$ cat config.mk
export PLATFORM = sky130hd
export DESIGN_NAME = motoro3_run_sequencer
export DESIGN_NICKNAME = d
export VERILOG_FILES = /design/src/rtl/motoro3_pkg.sv /design/src/rtl/motoro3_tick_div.sv /design/src/rtl/motoro3_run_sequencer.sv
export SDC_FILE = /design/constraint.sdc
export NUM_CORES = 1
export LEC_CHECK = 0
export CORE_MARGIN = 4
export CORE_UTILIZATION = 30
export DETAILED_ROUTE_END_ITERATION = 6
export GPL_ROUTABILITY_DRIVEN = 0
export GPL_TIMING_DRIVEN = 1
export HOLD_SLACK_MARGIN = 0.03
export PLACE_DENSITY = 0.57
export SLEW_MARGIN = 20
export SYNTH_ARGS = -nofsm -noshare
export SYNTH_HDL_FRONTEND = slang
export SYNTH_SLANG_ARGS = --single-unit
$ cat constraint.sdc
create_clock -name clkI -period 6.4 [get_ports clkI]
set_input_delay 0.96 -clock clkI [delete_from_list [all_inputs] [get_ports clkI]]
set_output_delay 0.96 -clock clkI [all_outputs]
set_load 0.05 [all_outputs]
$ cat src/rtl/motoro3_pkg.sv
// Shared definitions for the 3-phase motor run-control sequencer.
//   state_e     : FSM state encoding exported on stateO (IDLE=0 .. FSTOP=6)
//   FREQ_*_DEF  : default frequency limits
//   clamp_freq  : saturates a requested frequency into [lo, hi]
package motoro3_pkg;

   typedef enum logic [2:0] {
      ST_IDLE  = 3'd0,
      ST_START = 3'd1,
      ST_RAMP  = 3'd2,
      ST_RUN   = 3'd3,
      ST_BRAKE = 3'd4,
      ST_COAST = 3'd5,
      ST_FSTOP = 3'd6
   } state_e;

   localparam int FREQ_W_DEF   = 10;
   localparam int FREQ_MIN_DEF = 1;
   localparam int FREQ_MAX_DEF = 1000;

   function automatic int clamp_freq(input int v, input int lo, input int hi);
      if (v < lo) return lo;
      if (v > hi) return hi;
      return v;
   endfunction

endpackage

$ cat src/rtl/motoro3_tick_div.sv
// Prescaler: counts 0..DIV-1 while enabled and emits a 1-clk wrap strobe on
// the last count. clr_i (or a low enable) returns the count to 0.
//   clk_i  : clock
//   rst_i  : asynchronous reset, active-high
//   clr_i  : synchronous clear
//   en_i   : count enable
//   wrap_o : high on the clock where the count sits at DIV-1 (combinational)
module motoro3_tick_div #(
   parameter int DIV = 4
) (
   input  logic clk_i,
   input  logic rst_i,
   input  logic clr_i,
   input  logic en_i,
   output logic wrap_o
);

   localparam int CW = (DIV > 1) ? $clog2(DIV) : 1;
   localparam logic [CW-1:0] LAST = CW'(DIV - 1);

   logic [CW-1:0] cnt_q, cnt_d;

   // The strobe does not look at clr_i: the caller derives clr_i from its
   // next state, which itself depends on this strobe.
   assign wrap_o = en_i && (cnt_q == LAST);

   always_comb begin
      cnt_d = cnt_q;
      if (clr_i || !en_i)     cnt_d = '0;
      else if (cnt_q == LAST) cnt_d = '0;
      else                    cnt_d = cnt_q + CW'(1);
   end

   always_ff @(posedge clk_i or posedge rst_i) begin
      if (rst_i) cnt_q <= '0;
      else       cnt_q <= cnt_d;
   end

endmodule

$ cat src/rtl/motoro3_run_sequencer.sv
// Run-control sequencer for the 3-phase motor datapath. Converts operator
// commands into start level, INC/DEC speed pulses, rotation direction and
// force-stop, ramping at one pulse per ramp tick and always reversing via
// ramp-down, coast, flip, ramp-up.
//   clkI, rstI        : clock, asynchronous active-high reset
//   cmdRunI           : level, request running
//   cmdStopI          : pulse, controlled stop
//   cmdForceStopI     : level, emergency stop (highest priority)
//   cmdDirI           : requested direction (0 fwd / 1 rev)
//   targetFreqI       : requested speed, clamped to [FREQ_MIN, FREQ_MAX]
//   m3startO          : datapath start level
//   m3freqINCo/DECo   : 1-clk speed pulses (registered)
//   m3invRotateO      : registered direction, only reloaded while start is low
//   m3forceStopO      : datapath force-stop
//   curFreqO          : shadow of datapath frequency
//   stateO            : FSM state encoding
//   atSpeedO          : running at the clamped target
module motoro3_run_sequencer
   import motoro3_pkg::*;
#(
   parameter int FREQ_W    = FREQ_W_DEF,
   parameter int FREQ_MIN  = FREQ_MIN_DEF,
   parameter int FREQ_MAX  = FREQ_MAX_DEF,
   parameter int RAMP_DIV  = 10000,
   parameter int COAST_CYC = 50000
) (
   input  logic              clkI,
   input  logic              rstI,
   input  logic              cmdRunI,
   input  logic              cmdStopI,
   input  logic              cmdForceStopI,
   input  logic              cmdDirI,
   input  logic [FREQ_W-1:0] targetFreqI,
   output logic              m3startO,
   output logic              m3freqINCo,
   output logic              m3freqDECo,
   output logic              m3invRotateO,
   output logic              m3forceStopO,
   output logic [FREQ_W-1:0] curFreqO,
   output logic [2:0]        stateO,
   output logic              atSpeedO
);

   localparam logic [FREQ_W-1:0] F_MIN = FREQ_W'(FREQ_MIN);
   localparam logic [FREQ_W-1:0] F_MAX = FREQ_W'(FREQ_MAX);

   state_e            state_q, state_d;
   logic [FREQ_W-1:0] cur_q, cur_d, tgt;
   logic              inc_q, inc_d, dec_q, dec_d;
   logic              inv_q, inv_d, dir_req_q, dir_req_d;
   logic              halt_q, halt_d, fs_ph_q, fs_ph_d;
   logic              ramp_tick, coast_done, st_chg, halt_req, dir_chg, at_min;

   assign tgt      = FREQ_W'(clamp_freq(int'(targetFreqI), FREQ_MIN, FREQ_MAX));
   assign halt_req = cmdStopI || !cmdRunI;
   assign dir_chg  = (cmdDirI != inv_q);
   assign at_min   = (cur_q <= F_MIN);
   assign st_chg   = (state_d != state_q);

   motoro3_tick_div #(.DIV(RAMP_DIV)) u_ramp_tick (
      .clk_i (clkI),
      .rst_i (rstI),
      .clr_i (st_chg),
      .en_i  ((state_q == ST_RAMP) || (state_q == ST_BRAKE)),
      .wrap_o(ramp_tick)
   );

   motoro3_tick_div #(.DIV(COAST_CYC)) u_coast_tmr (
      .clk_i (clkI),
      .rst_i (rstI),
      .clr_i (st_chg),
      .en_i  (state_q == ST_COAST),
      .wrap_o(coast_done)
   );

   // State register and datapath-control registers
   always_ff @(posedge clkI or posedge rstI) begin
      if (rstI) begin
         state_q   <= ST_IDLE;
         cur_q     <= F_MIN;
         inc_q     <= 1'b0;
         dec_q     <= 1'b0;
         inv_q     <= 1'b0;
         dir_req_q <= 1'b0;
         halt_q    <= 1'b0;
         fs_ph_q   <= 1'b0;
      end else begin
         state_q   <= state_d;
         cur_q     <= cur_d;
         inc_q     <= inc_d;
         dec_q     <= dec_d;
         inv_q     <= inv_d;
         dir_req_q <= dir_req_d;
         halt_q    <= halt_d;
         fs_ph_q   <= fs_ph_d;
      end
   end

   // Next state. halt_q records why BRAKE/COAST was entered: 1 = stop, 0 = flip.
   always_comb begin
      state_d   = state_q;
      halt_d    = halt_q;
      dir_req_d = dir_req_q;
      if (cmdForceStopI) begin
         state_d = ST_FSTOP;
      end else begin
         case (state_q)
            ST_IDLE: begin
               dir_req_d = cmdDirI;
               if (cmdRunI) state_d = ST_START;
            end
            ST_START: state_d = ST_RAMP;
            ST_RAMP, ST_RUN: begin
               if (halt_req) begin
                  state_d = ST_BRAKE;
                  halt_d  = 1'b1;
               end else if (dir_chg) begin
                  state_d   = ST_BRAKE;
                  halt_d    = 1'b0;
                  dir_req_d = cmdDirI;
               end else if ((state_q == ST_RAMP) && (cur_q == tgt)) begin
                  state_d = ST_RUN;
               end else if ((state_q == ST_RUN) && (cur_q != tgt)) begin
                  state_d = ST_RAMP;
               end
            end
            ST_BRAKE: begin
               dir_req_d = cmdDirI;
               if (halt_req) halt_d = 1'b1;
               if (at_min)   state_d = ST_COAST;
            end
            ST_COAST: begin
               dir_req_d = cmdDirI;
               if (halt_req) halt_d = 1'b1;
               // A flip whose requested direction went back to the current one
               // ends as a halt; IDLE restarts it if run is still requested.
               if (coast_done)
                  state_d = (!halt_d && (dir_req_d != inv_q)) ? ST_START : ST_IDLE;
            end
            ST_FSTOP: if (at_min) state_d = ST_IDLE;
            default:  state_d = ST_IDLE;
         endcase
      end
   end

   // Speed pulses, shadow frequency and direction reload
   always_comb begin
      inc_d   = 1'b0;
      dec_d   = 1'b0;
      fs_ph_d = 1'b0;
      inv_d   = inv_q;
      if (state_q == ST_FSTOP) begin
         fs_ph_d = !fs_ph_q;
         dec_d   = fs_ph_q && !at_min;
      end else if (!cmdForceStopI) begin
         if ((state_q == ST_RAMP) && (state_d == ST_RAMP) && ramp_tick) begin
            inc_d = (cur_q < tgt) && (cur_q < F_MAX);
            dec_d = (cur_q > tgt) && !at_min;
         end else if ((state_q == ST_BRAKE) && ramp_tick) begin
            dec_d = !at_min;
         end
      end
      // Direction is loaded on entry to START, while start is still low.
      if ((state_d == ST_START) && (state_q != ST_START)) inv_d = dir_req_d;
      cur_d = cur_q;
      if (inc_d)      cur_d = cur_q + FREQ_W'(1);
      else if (dec_d) cur_d = cur_q - FREQ_W'(1);
   end

   // Outputs decoded from registered state
   always_comb begin
      m3startO     = (state_q == ST_START) || (state_q == ST_RAMP) ||
                     (state_q == ST_RUN)   || (state_q == ST_BRAKE);
      m3forceStopO = (state_q == ST_FSTOP);
      atSpeedO     = (state_q == ST_RUN) && (cur_q == tgt);
      m3freqINCo   = inc_q;
      m3freqDECo   = dec_q;
      m3invRotateO = inv_q;
      curFreqO     = cur_q;
      stateO       = state_q;
   end

endmodule

==> metrics <==
status complete, no violations; worst r2r path cells 8; H-tree lvl count 2; max-capacitance violation count 0; layout cells sized above 1 4.27%; Die X 107 um; total global routing overflow 0; Worst Max-Slew Pin Slew 0.822 ns; most frequent cell after synthesis dfrtp_1; hold violation total from the final report 0; TritonCTS Buffers 5; sequential area share after synthesis 42.1%; final setup violation count 0; Power Dens Cells 327 mW/mm^2; post-synthesis cell area 0.00292 mm^2; largest net degree at the start of global routing 50; async set-reset flop share out of synthesis 100%; DP Cell Count 472; post-CTS setup buffer count 0; Synth top area share 41.2%; Critical Path Start targetFreqI[8]; clk_skew 0.00748 ns; Worst setup EP type output pin; Synthesized Nets 349; CP Class in2out; RSZ-0062 raised after global routing false; Req. time, crit path 5.44 ns; DRT antenna net count 0; setup slack at placement 1.48 ns; CTS Root Cell clkbuf_8; total track usage 11.5%; port bufs 34; Max Root-Sink Buffers 2; Critical Path AT 3.96 ns; most common library cells after synthesis dfrtp_1, nor2_1, nand2_1, xor2_1, inv_1; setup TNS 0 ns; Post-synth top flop dfrtp_1; Total Wirelength 6240 um; crit path to atSpeedO; Lkg Pwr 0.00144 uW; Die Ht 107 um; Distinct cells, synth 51; Rows 35; CP Max Fanout 5; post-synthesis cell count 318; Worst-Skew Late Latency 0.30 ns; io pins 35; Period minus WS final 4.92 ns; reg2reg start curFreqO[5]; clock-pin slew of the registers on the worst-case setup and hold paths 0.09 ns; fin cells 480; synthesis-to-finish area growth 19.5%; Max Slew Vio Count 0; initial core utilization 31.1%; FF-to-FF setup slack 3.56 ns; Slew headroom 45.1%; post-DR vias/cell 4.90; core area 0.00937 mm^2; Clock Sink Count 49; Syn. warnings 0; largest cells by area after synthesis dfrtp_1, xor2_1, ha_1; Finished Core Util 37.2%; CTS resizes 0; Peak Freq 203 MHz; HPWL after detailed placement 4710 um; nets 381; TritonRoute pass-1 iters 4; vias in the first global route 2,388; CTS tree done; post-DR wirelength/cell 13.0 um; total die area 0.0114 mm^2; initial antenna violation count 0; global-route wire length before repair 10,900 um; Synth area leader dfrtp_1; Remaining DRCs 0; PnR worst setup slack 1.48 ns; # hold bufs at CTS 0; diode count 0; maximum vdd drop 0.141 mV; R2R Path End u_ramp_tick.cnt_q[0]; crit start category input pin; EDFF count, synth 0; Via Count 2,354; Initial DRC Count 114; Synth Register Bits 49; worst min-delay path class reg2reg; Mean Syn Cell Area 9.18 um^2; final worst path period share 76.9%
-- area by class of cell --
class	instances	area, um^2
clock inverters	3	43.8
flip-flops and latches	49	1230
clock buffers	5	68.8
fillers	970	5890
well taps	129	161
repair buffers	34	340
multi-input cells	242	1580
inverters	18	68.8
-- metal layers --
| layer | global-route usage [%] | share of wire (%) |
|---|---|---|
| met4 | 4.20 | 2.2 |
| met1 | 15.0 | 47 |
| met3 | 2.83 | 5.3 |
| met2 | 18.6 | 45 |
| met5 | 0 | 0 |
-- worst max-delay path, stage by stage --
cell and delay [ns]:
clkdlybuf4s50_1 0.47, inv_1 0.05, or4_1 0.59, nor2b_1 0.17
ha_1 0.28, and4_1 0.19, nand4_1 0.24, nor2_1 0.17
clkdlybuf4s50_1 0.82
-- cell families (layout without fill, tap and decap cells) --
group | after synthesis | in the layout | share of synthesized area (%)
and+or+nand+nor | 151 | 151 | 26.8
DFF | 49 | 49 | 42.1
AOI/OAI and AO/OA | 37 | 37 | 8.79
xor gates and xnor gates | 36 | 36 | 10.8
buffers and inverters | 27 | 60 | 3.94
adders and majority gates | 15 | 15 | 6.43
muxes | 3 | 3 | 1.11
-- how the worst min path moves through the flow --
stage	startpoint	to	depth (start not counted)
2_1_floorplan	fs_ph_q	fs_ph_q	1
3_3_place_gp	u_coast_tmr.cnt_q[0]	u_coast_tmr.cnt_q[0]	1
6_report	u_ramp_tick.cnt_q[0]	u_ramp_tick.cnt_q[0]	1
3_5_place_dp	u_ramp_tick.cnt_q[0]	u_ramp_tick.cnt_q[0]	1
5_1_grt	u_coast_tmr.cnt_q[0]	u_coast_tmr.cnt_q[0]	1
4_1_cts	u_ramp_tick.cnt_q[0]	u_ramp_tick.cnt_q[0]	1
-- state kept, by name, summed over array words and instances (netlist names) --
signal             flops
u_coast_tmr.cnt_q     16
u_ramp_tick.cnt_q     14
curFreqO              10
stateO                 3
dir_req_q              1
fs_ph_q                1
halt_q                 1
m3freqDECo             1
m3freqINCo             1
m3invRotateO           1
-- power breakdown --
group	switching [uW]	internal (uW)
clock network	105	117
registers	82.1	358
logic	301	176
-- cells in the final DEF (no fill, tap or decap), drive strengths merged, types with 2 or more instances in the layout --
| cell | count |
|---|---|
| o2111ai | 2 |
| dfrtp | 48 |
| xor2 | 22 |
| nand4 | 10 |
| nor4 | 8 |
| nor3 | 5 |
| inv | 18 |
| nand2b | 2 |
| and3 | 9 |
| nand2 | 25 |
| o21ai | 5 |
| and4 | 5 |
| o22ai | 2 |
| mux2 | 2 |
| xnor2 | 14 |
| clkinv | 2 |
| nand3 | 17 |
| o31ai | 3 |
| clkdlybuf4s50 | 34 |
| or3 | 6 |
| ha | 15 |
| clkbuf | 5 |
| nor4b | 2 |
| a21oi | 10 |
| nor2b | 7 |
| and2 | 2 |
| o211ai | 3 |
| nor2 | 47 |
-- through the flow --
stage                     hold WS [ns]  cell area, um^2  power [uW]
after floorplan                  0.404             2920         766
after global placement           0.439             3370         925
after detailed placement         0.445             3370         930
after CTS                        0.459             3480        1160
after global routing             0.468             3490        1220
final                            0.456             3490        1140
(Power assumes the default switching activity.)
